### src/rtl/scoreboard_display_seq.sv
// Two-digit display sequencer: alternates "P1"/score A and "P2"/score B, converting
// each captured binary score to BCD digit codes by repeated subtraction.
module scoreboard_display_seq #(
    parameter int TICK_DIV    = 1000,
    parameter int LABEL_TICKS = 2,
    parameter int SCORE_TICKS = 6
) (
    input  logic       clk_i,
    input  logic       rst_ni,
    input  logic       enable_i,
    input  logic       hold_i,
    input  logic [6:0] score_a_i,
    input  logic [6:0] score_b_i,
    output logic [3:0] tens_o,
    output logic [3:0] ones_o,
    output logic [1:0] phase_o
);

    localparam int PW        = (TICK_DIV > 1) ? $clog2(TICK_DIV) : 1;
    localparam int MAX_TICKS = (LABEL_TICKS > SCORE_TICKS) ? LABEL_TICKS : SCORE_TICKS;
    localparam int TW        = (MAX_TICKS > 1) ? $clog2(MAX_TICKS) : 1;

    localparam logic [3:0] CODE_BLANK = 4'd10;
    localparam logic [3:0] CODE_P     = 4'd11;
    localparam logic [3:0] CODE_DASH  = 4'd15;

    typedef enum logic [2:0] {
        S_IDLE,
        S_LABEL_A,
        S_CONV_A,
        S_SHOW_A,
        S_LABEL_B,
        S_CONV_B,
        S_SHOW_B
    } state_t;

    state_t          r_state, w_state;
    logic [PW-1:0]   r_presc, w_presc;
    logic [TW-1:0]   r_ticks, w_ticks;
    logic [6:0]      r_rem,   w_rem;
    logic [3:0]      r_tacc,  w_tacc;
    logic [3:0]      r_tens,  w_tens;
    logic [3:0]      r_ones,  w_ones;
    logic [1:0]      r_phase, w_phase;
    logic            w_tick, w_timed, w_label_done, w_show_done;
    state_t          w_show_state;

    always_comb begin
        // NOTE: every comb output gets a default first so no path can infer a latch.
        w_state      = r_state;
        w_presc      = r_presc;
        w_ticks      = r_ticks;
        w_rem        = r_rem;
        w_tacc       = r_tacc;
        w_tens       = r_tens;
        w_ones       = r_ones;
        w_phase      = r_phase;
        w_show_state = (r_state == S_CONV_A) ? S_SHOW_A : S_SHOW_B;

        w_timed      = r_state inside {S_LABEL_A, S_SHOW_A, S_LABEL_B, S_SHOW_B};
        w_tick       = w_timed && !hold_i && (r_presc == PW'(TICK_DIV - 1));
        w_label_done = w_tick && (r_ticks == TW'(LABEL_TICKS - 1));
        w_show_done  = w_tick && (r_ticks == TW'(SCORE_TICKS - 1));

        if (w_timed && !hold_i) begin
            w_presc = w_tick ? '0 : r_presc + 1'b1;
            if (w_tick) w_ticks = r_ticks + 1'b1;
        end

        case (r_state)
            S_IDLE: begin
                if (enable_i) begin
                    w_state = S_LABEL_A;
                    w_presc = '0;
                    w_ticks = '0;
                    w_tens  = CODE_P;
                    w_ones  = 4'd1;
                    w_phase = 2'd1;
                end
            end
            S_LABEL_A, S_LABEL_B: begin
                if (w_label_done) begin
                    w_state = (r_state == S_LABEL_A) ? S_CONV_A : S_CONV_B;
                    w_rem   = (r_state == S_LABEL_A) ? score_a_i : score_b_i;
                    w_tacc  = '0;
                end
            end
            S_CONV_A, S_CONV_B: begin
                // rem only shrinks after capture, so this test is decisive on the first cycle.
                if (r_rem > 7'd99) begin
                    w_state = w_show_state;
                    w_presc = '0;
                    w_ticks = '0;
                    w_tens  = CODE_DASH;
                    w_ones  = CODE_DASH;
                end else if (r_rem >= 7'd10) begin
                    w_rem  = r_rem - 7'd10;
                    w_tacc = r_tacc + 1'b1;
                end else begin
                    w_state = w_show_state;
                    w_presc = '0;
                    w_ticks = '0;
                    w_tens  = (r_tacc == 4'd0) ? CODE_BLANK : r_tacc;
                    w_ones  = r_rem[3:0];
                end
            end
            S_SHOW_A, S_SHOW_B: begin
                if (w_show_done) begin
                    w_state = (r_state == S_SHOW_A) ? S_LABEL_B : S_LABEL_A;
                    w_presc = '0;
                    w_ticks = '0;
                    w_tens  = CODE_P;
                    w_ones  = (r_state == S_SHOW_A) ? 4'd2 : 4'd1;
                    w_phase = (r_state == S_SHOW_A) ? 2'd2 : 2'd1;
                end
            end
            default: w_state = S_IDLE;
        endcase

        // Disable wins over hold and over every transition above.
        if (r_state != S_IDLE && !enable_i) begin
            w_state = S_IDLE;
            w_presc = '0;
            w_ticks = '0;
            w_tens  = CODE_BLANK;
            w_ones  = CODE_BLANK;
            w_phase = 2'd0;
        end
    end

    always_ff @(posedge clk_i) begin
        // NOTE: state uses non-blocking assignments so all registers update from pre-edge values.
        if (!rst_ni) begin
            r_state <= S_IDLE;
            r_presc <= '0;
            r_ticks <= '0;
            r_rem   <= '0;
            r_tacc  <= '0;
            r_tens  <= CODE_BLANK;
            r_ones  <= CODE_BLANK;
            r_phase <= 2'd0;
        end else begin
            r_state <= w_state;
            r_presc <= w_presc;
            r_ticks <= w_ticks;
            r_rem   <= w_rem;
            r_tacc  <= w_tacc;
            r_tens  <= w_tens;
            r_ones  <= w_ones;
            r_phase <= w_phase;
        end
    end

    assign tens_o  = r_tens;
    assign ones_o  = r_ones;
    assign phase_o = r_phase;

endmodule

### config.mk
export PLATFORM = sky130hd
export DESIGN_NAME = scoreboard_display_seq
export DESIGN_NICKNAME = d
export VERILOG_FILES = /design/src/rtl/scoreboard_display_seq.sv
export SDC_FILE = /design/constraint.sdc
export NUM_CORES = 1
export LEC_CHECK = 0
export ABC_AREA = 1
export CORE_MARGIN = 3
export CORE_UTILIZATION = 40
export CTS_CLUSTER_DIAMETER = 50
export DETAILED_ROUTE_END_ITERATION = 8
export GPL_TIMING_DRIVEN = 0
export HOLD_SLACK_MARGIN = 0.1
export MAX_ROUTING_LAYER = met4
export PLACE_DENSITY = 0.66
export SYNTH_ARGS = -nofsm -noshare
export SYNTH_HDL_FRONTEND = slang
export SYNTH_SLANG_ARGS = --single-unit
### constraint.sdc
create_clock -name clk_i -period 2.3 [get_ports clk_i]
set_clock_uncertainty 0.2 [all_clocks]
set_input_delay 0.46 -clock clk_i [delete_from_list [all_inputs] [get_ports clk_i]]
set_output_delay 0.46 -clock clk_i [all_outputs]
set_load 0.05 [all_outputs]
# After elaboration in Yosys (flattened, before gate mapping)
# Cells that the tools add are included.
[word_totals]
reg_bits = 37
inputBits = 18
output_inout_bits = 10
wordCells = 100
[op_classes]
addsub = 4
n_lt_le_gt_ge = 2
eq_ne = 15
mux = 48
bitwise = 1
reduce_logical = 22
[op_table]
columns = ["cell", "n"]
rows = [
  ["10-bit 2-to-1 mux", 6],
  ["4-bit 2-to-1 mux", 12],
  ["3-bit 2-to-1 mux", 14],
  ["10-bit case mux with 3 select lines", 1],
  ["7-bit 2-to-1 mux", 4],
  ["4-bit case mux with 3 select lines", 2],
  ["7-bit case mux with 2 select lines", 1],
  ["3-bit equality test, second input constant", 4],
  ["3-bit case mux with 4 select lines", 1],
  ["4-bit AND reduction", 3],
  ["10-bit by 1-bit adder with 10-bit output, second input constant", 1],
  ["10-bit equality test, second input constant", 1],
  ["2-bit inequality test, second input constant", 5],
  ["3-bit case mux with 3 select lines", 1],
  ["2-bit 2-to-1 mux", 4],
  ["4-bit case mux with 2 select lines", 1],
  ["2-bit OR reduction", 4],
  ["7-bit by 4-bit greater-or-equal comparator with 1-bit output, second input constant", 1],
  ["7-bit greater-than comparator, second input constant", 1],
  ["7-bit by 4-bit subtractor with 7-bit output, second input constant", 1],
  ["3-bit by 1-bit equality test with 1-bit output, second input constant", 2],
  ["3-bit by 2-bit equality test with 1-bit output, second input constant", 2],
  ["3-bit nonzero test", 2],
  ["1-bit logical AND", 5],
  ["11 further kinds", 13],
]

# Longest topological paths before layout
[depth]
word_depth = 9
mapped_depth = 13
mapped_depth_nobuf = 12

# Worst setup path after synthesis
# Ideal clock, no wire load.
[synth_timing]
path_type = "register to register"
from = "register r_rem[2]"
to = "register r_rem[6]"
arrival_time_ps = 1528
path_slack_ps = 459
stages_incl_launch_ff = 14
n_path_buf = 1
path_cell_list = "dfxtp_1 inv_1 ha_1 nand3_1 nand3_1 nand2_1 nand3_2 nand2_2 nand2_4 inv_4 buf_8 nand2_1 nand2_1 nor2_1"
[synth_via]
elab_chain_cells = 4
word_cells_on_any_way = 9
[synth_lines]
columns = ["element", "line_no", "rtl"]
rows = [
  ["from (decl)", "40", "logic [6:0] r_rem, w_rem;"],
  ["from (signal assigned)", "146", "r_rem <= w_rem;"],
  ["7-bit by 4-bit subtractor with 7-bit output", "97", "w_rem = r_rem - 7'd10;"],
  ["7-bit 2-to-1 mux", "96", "end else if (r_rem >= 7'd10) begin"],
  ["7-bit 2-to-1 mux", "90", "if (r_rem > 7'd99) begin"],
  ["7-bit case mux with 2 select lines", "70", "case (r_state)"],
]
# Several ways; a longest one is shown, not always the timed one. The select of a mux whose other input is x is not followed.
# A chain may end at the register's enable or synchronous reset.

# Worst setup path in the final report
[layout_timing]
from = "register r_ones[1], in the netlist ones_o[1]"
to = "output port ones_o[1]"
[layout_lines]
columns = ["element", "line_no", "rtl"]
rows = [
  ["from (decl)", "43", "logic [3:0] r_ones, w_ones;"],
  ["from (signal assigned)", "149", "r_ones <= w_ones;"],
  ["to (decl)", "15", "output logic [3:0] ones_o,"],
]
# No word-level cell between the ends.

==> results by group <==
Route
  – Detailed Routing Iterations Pass 1: 4
  – # DRC: 0
  – Routed via count: 2044
  – Routed Antenna Nets: 0
  – Vias per inst: 4.74
  – 1st-iter DRT viols: 102
  – Wire per inst: 11.3 µm
  – WL final: 4.89 mm

GRT
  – Largest net degree at the start of global routing: 12
  – Vias in the first global route: 1948
  – GRT overflow: 0
  – Gr busiest metal: met2
  – Initial antenna violation count: 0
  – Routing usage on met1: 23.5%
  – Grt met3 use: 3.48%
  – GR Util met2: 27.2%
  – First-pass GRT wire length: 8.77 mm
  – Total GRT Usage: 17.5%

Layout
  – Final instance area: 0.00267 mm²
  – Area delta synth->final: 20.1%
  – Sequential Area: 741 µm²
  – Commonest non-fill, non-tap cell in the layout: nand2_1
  – Nets: 386
  – Area of the multi-input gates: 0.00128 mm²
  – # fillers: 541
  – Commonest cells after routing, fill and taps aside: nand2_1, nor2_1, dfxtp_1, inv_1, clkdlybuf4s50_1
  – Layout cells sized above 1: 10.8%
  – # diodes: 0

Worst setup path
  – Worst setup EP type: output pin
  – CP Cell Sequence: clkdlybuf4s50_1
  – Max incr delay on CP: 0.83 ns
  – Crit path max-delay family: buffers and inverters
  – WP buf/inv: 1
  – Max FO, Critical Path: 2
  – Setup CP Type: register to output pin
  – Slowest-stage cell, CP: clkdlybuf4s50_1
  – CP required: 1.64 ns
  – CP arrival: 1.49 ns
  – Critical Path Source Type: register

Synthesis
  – Yosys warns: 0
  – Mapped Area: 0.00222 mm²
  – Number of synthesized register bits: 37
  – Synth cell types: 34
  – Yosys top cell by area: dfxtp_1
  – Seq/Total Area, Yosys: 33.4%
  – Syn Area/Cell: 6.81 µm²
  – Top cell type's share of synthesized area: 33.4%
  – Syn Nets: 351
  – Post-Synthesis Cells: 326
  – Area contributors post-synth: dfxtp_1, nand2_1, nor2_1

Pwr
  – Peak VDD IR: 676 µV
  – P per Cell Area: 1190 mW/mm²
  – Pleak: 1.07 nW

Floorplanning
  – DIE HEIGHT: 80.5 µm
  – IO Count: 28
  – Die ar.: 0.00648 mm²
  – Rows: 26
  – Initial core utilization: 42.4%
  – Core area: 0.00524 mm²
  – Die width: 80.5 µm

STA
  – Max Freq: 0.466 GHz
  – RSZ-0062 raised after global routing: no
  – Slew margin rel.: 65.8%
  – Final Max Tran Viols: 0
  – Period utilization: 93.3%
  – Tmin final: 2.15 ns
  – Fin. Hold Viols: 0
  – Post-route setup slack: 0.155 ns
  – Final setup vio count: 0
  – Worst slew pin tran: 0.512 ns

Clocking
  – CTS max path bufs: 2
  – Worst-skew pair later-pin latency: 0.29 ns
  – Num CTS Buffers: 5
  – CTS HTree Levels: 2
  – Register clock-pin slew on the reported worst setup and hold paths: 0.07 ns
  – Clock tree sinks: 37
  – Root Driver: clkbuf_8
  – CTS tree: built
  – Number of hold buffers added after cts: 0

Run
  – Max_cap viols: 0

Min path
  – Hold Path Class: register to register

Placement
  – Detail Placement HPWL: 3.73 mm
  – Placed cell area: 0.00258 mm²
  – RD Place Congestion: 0.836
  – Pre-CTS setup slack: -0.203 ns
  – Port Buf Inserts: 27

Outcome
  – Status: completed
[logic make-up (layout without fill, tap and decap cells)]
kind of cell    count (synthesis)  count (layout)  synth area share, %
mux                             1               1                0.451
compound gates                 50              50                 12.7
xor+xnor                        6               6                 2.37
simple gates                  182             182                 38.3
buf+inv                        43              78                 8.96
fa+ha+maj                       7               7                 3.94
flops                          37              37                 33.4
[synth_stat cells]
library cell / number
nand2_1: 72
nor2_1: 54
dfxtp_1: 37
inv_1: 32
nand3_1: 24
a21oi_1: 20
o21ai_0: 17
ha_1: 7
nand2_2: 7
nand4_1: 7
inv_2: 5
nor3_1: 4
o21ai_1: 4
buf_6: 3
nand2_4: 3
xnor2_1: 3
xor2_1: 3
a21oi_2: 2
nand3_2: 2
nand3_4: 2
nand3b_1: 2
nor2_2: 2
o21bai_1: 2
o22ai_1: 2
a21oi_4: 1
a31oi_1: 1
a41oi_1: 1
and2_0: 1
buf_2: 1
buf_8: 1
inv_4: 1
mux2i_1: 1
nor2_8: 1
or2_2: 1
[path summary, 6_finish.rpt]
| kind | start | to | slack [ns] | cells after the start |
|---|---|---|---|---|
| min reg2reg | phase_o[0] | phase_o[0] | 0.27 | 2 |
| max reg2reg | r_rem[2] | r_rem[3] | 0.19 | 13 |
| max | ones_o[1] | ones_o[1] | 0.15 | 1 |
| min | phase_o[0] | phase_o[0] | 0.27 | 2 |
[state kept, by name, indices dropped and copies added, names as in the netlist]
register and cells:
phase_o 2, r_ticks 3, r_tacc 4, tens_o 4, r_presc 10, r_state 3, ones_o 4, r_rem 7
[routing by layer]
| metal | wire length, µm | vias up |
|---|---|---|
| met1 | 2570 | 897 |
| li1 | - | 1123 |
| met5 | 0 | - |
| met3 | 111 | 5 |
| met2 | 2160 | 19 |
| met4 | 48 | 0 |
[through the flow]
step	std cells	hold WS [ns]	setup TNS (ns)	util, %	total power, mW
after floorplan	326	0.240	0	-	2.31
after global placement	423	0.256	-1.53	49.2	2.75
after detailed placement	423	0.257	-1.57	49.2	2.75
after CTS	430	0.271	0	50.8	3.21
after global routing	431	0.294	0	50.9	3.47
final	431	0.270	0	50.9	3.18
[repair_timing]
action                                  CTS  global route
gates resized for setup                   0             0
endpoints found under the setup margin    0             4
buffers inserted                          0             1
[layout make-up]
type | instances | area share, %
clock buffers | 6 | 2.72
flip-flops and latches | 37 | 27.8
repair buffers | 28 | 10.4
clock inverters | 1 | 0.328
multi-input cells | 246 | 48.0
plain buffers | 5 | 2.02
well taps | 70 | 3.28
inverters | 38 | 5.44
[power breakdown]
| part | switching (mW) | internal [mW] |
|---|---|---|
| logic | 1.18 | 0.624 |
| registers | 0.130 | 0.801 |
| clock network | 0.237 | 0.210 |
No activity file was read; power rests on OpenSTA's default activity.
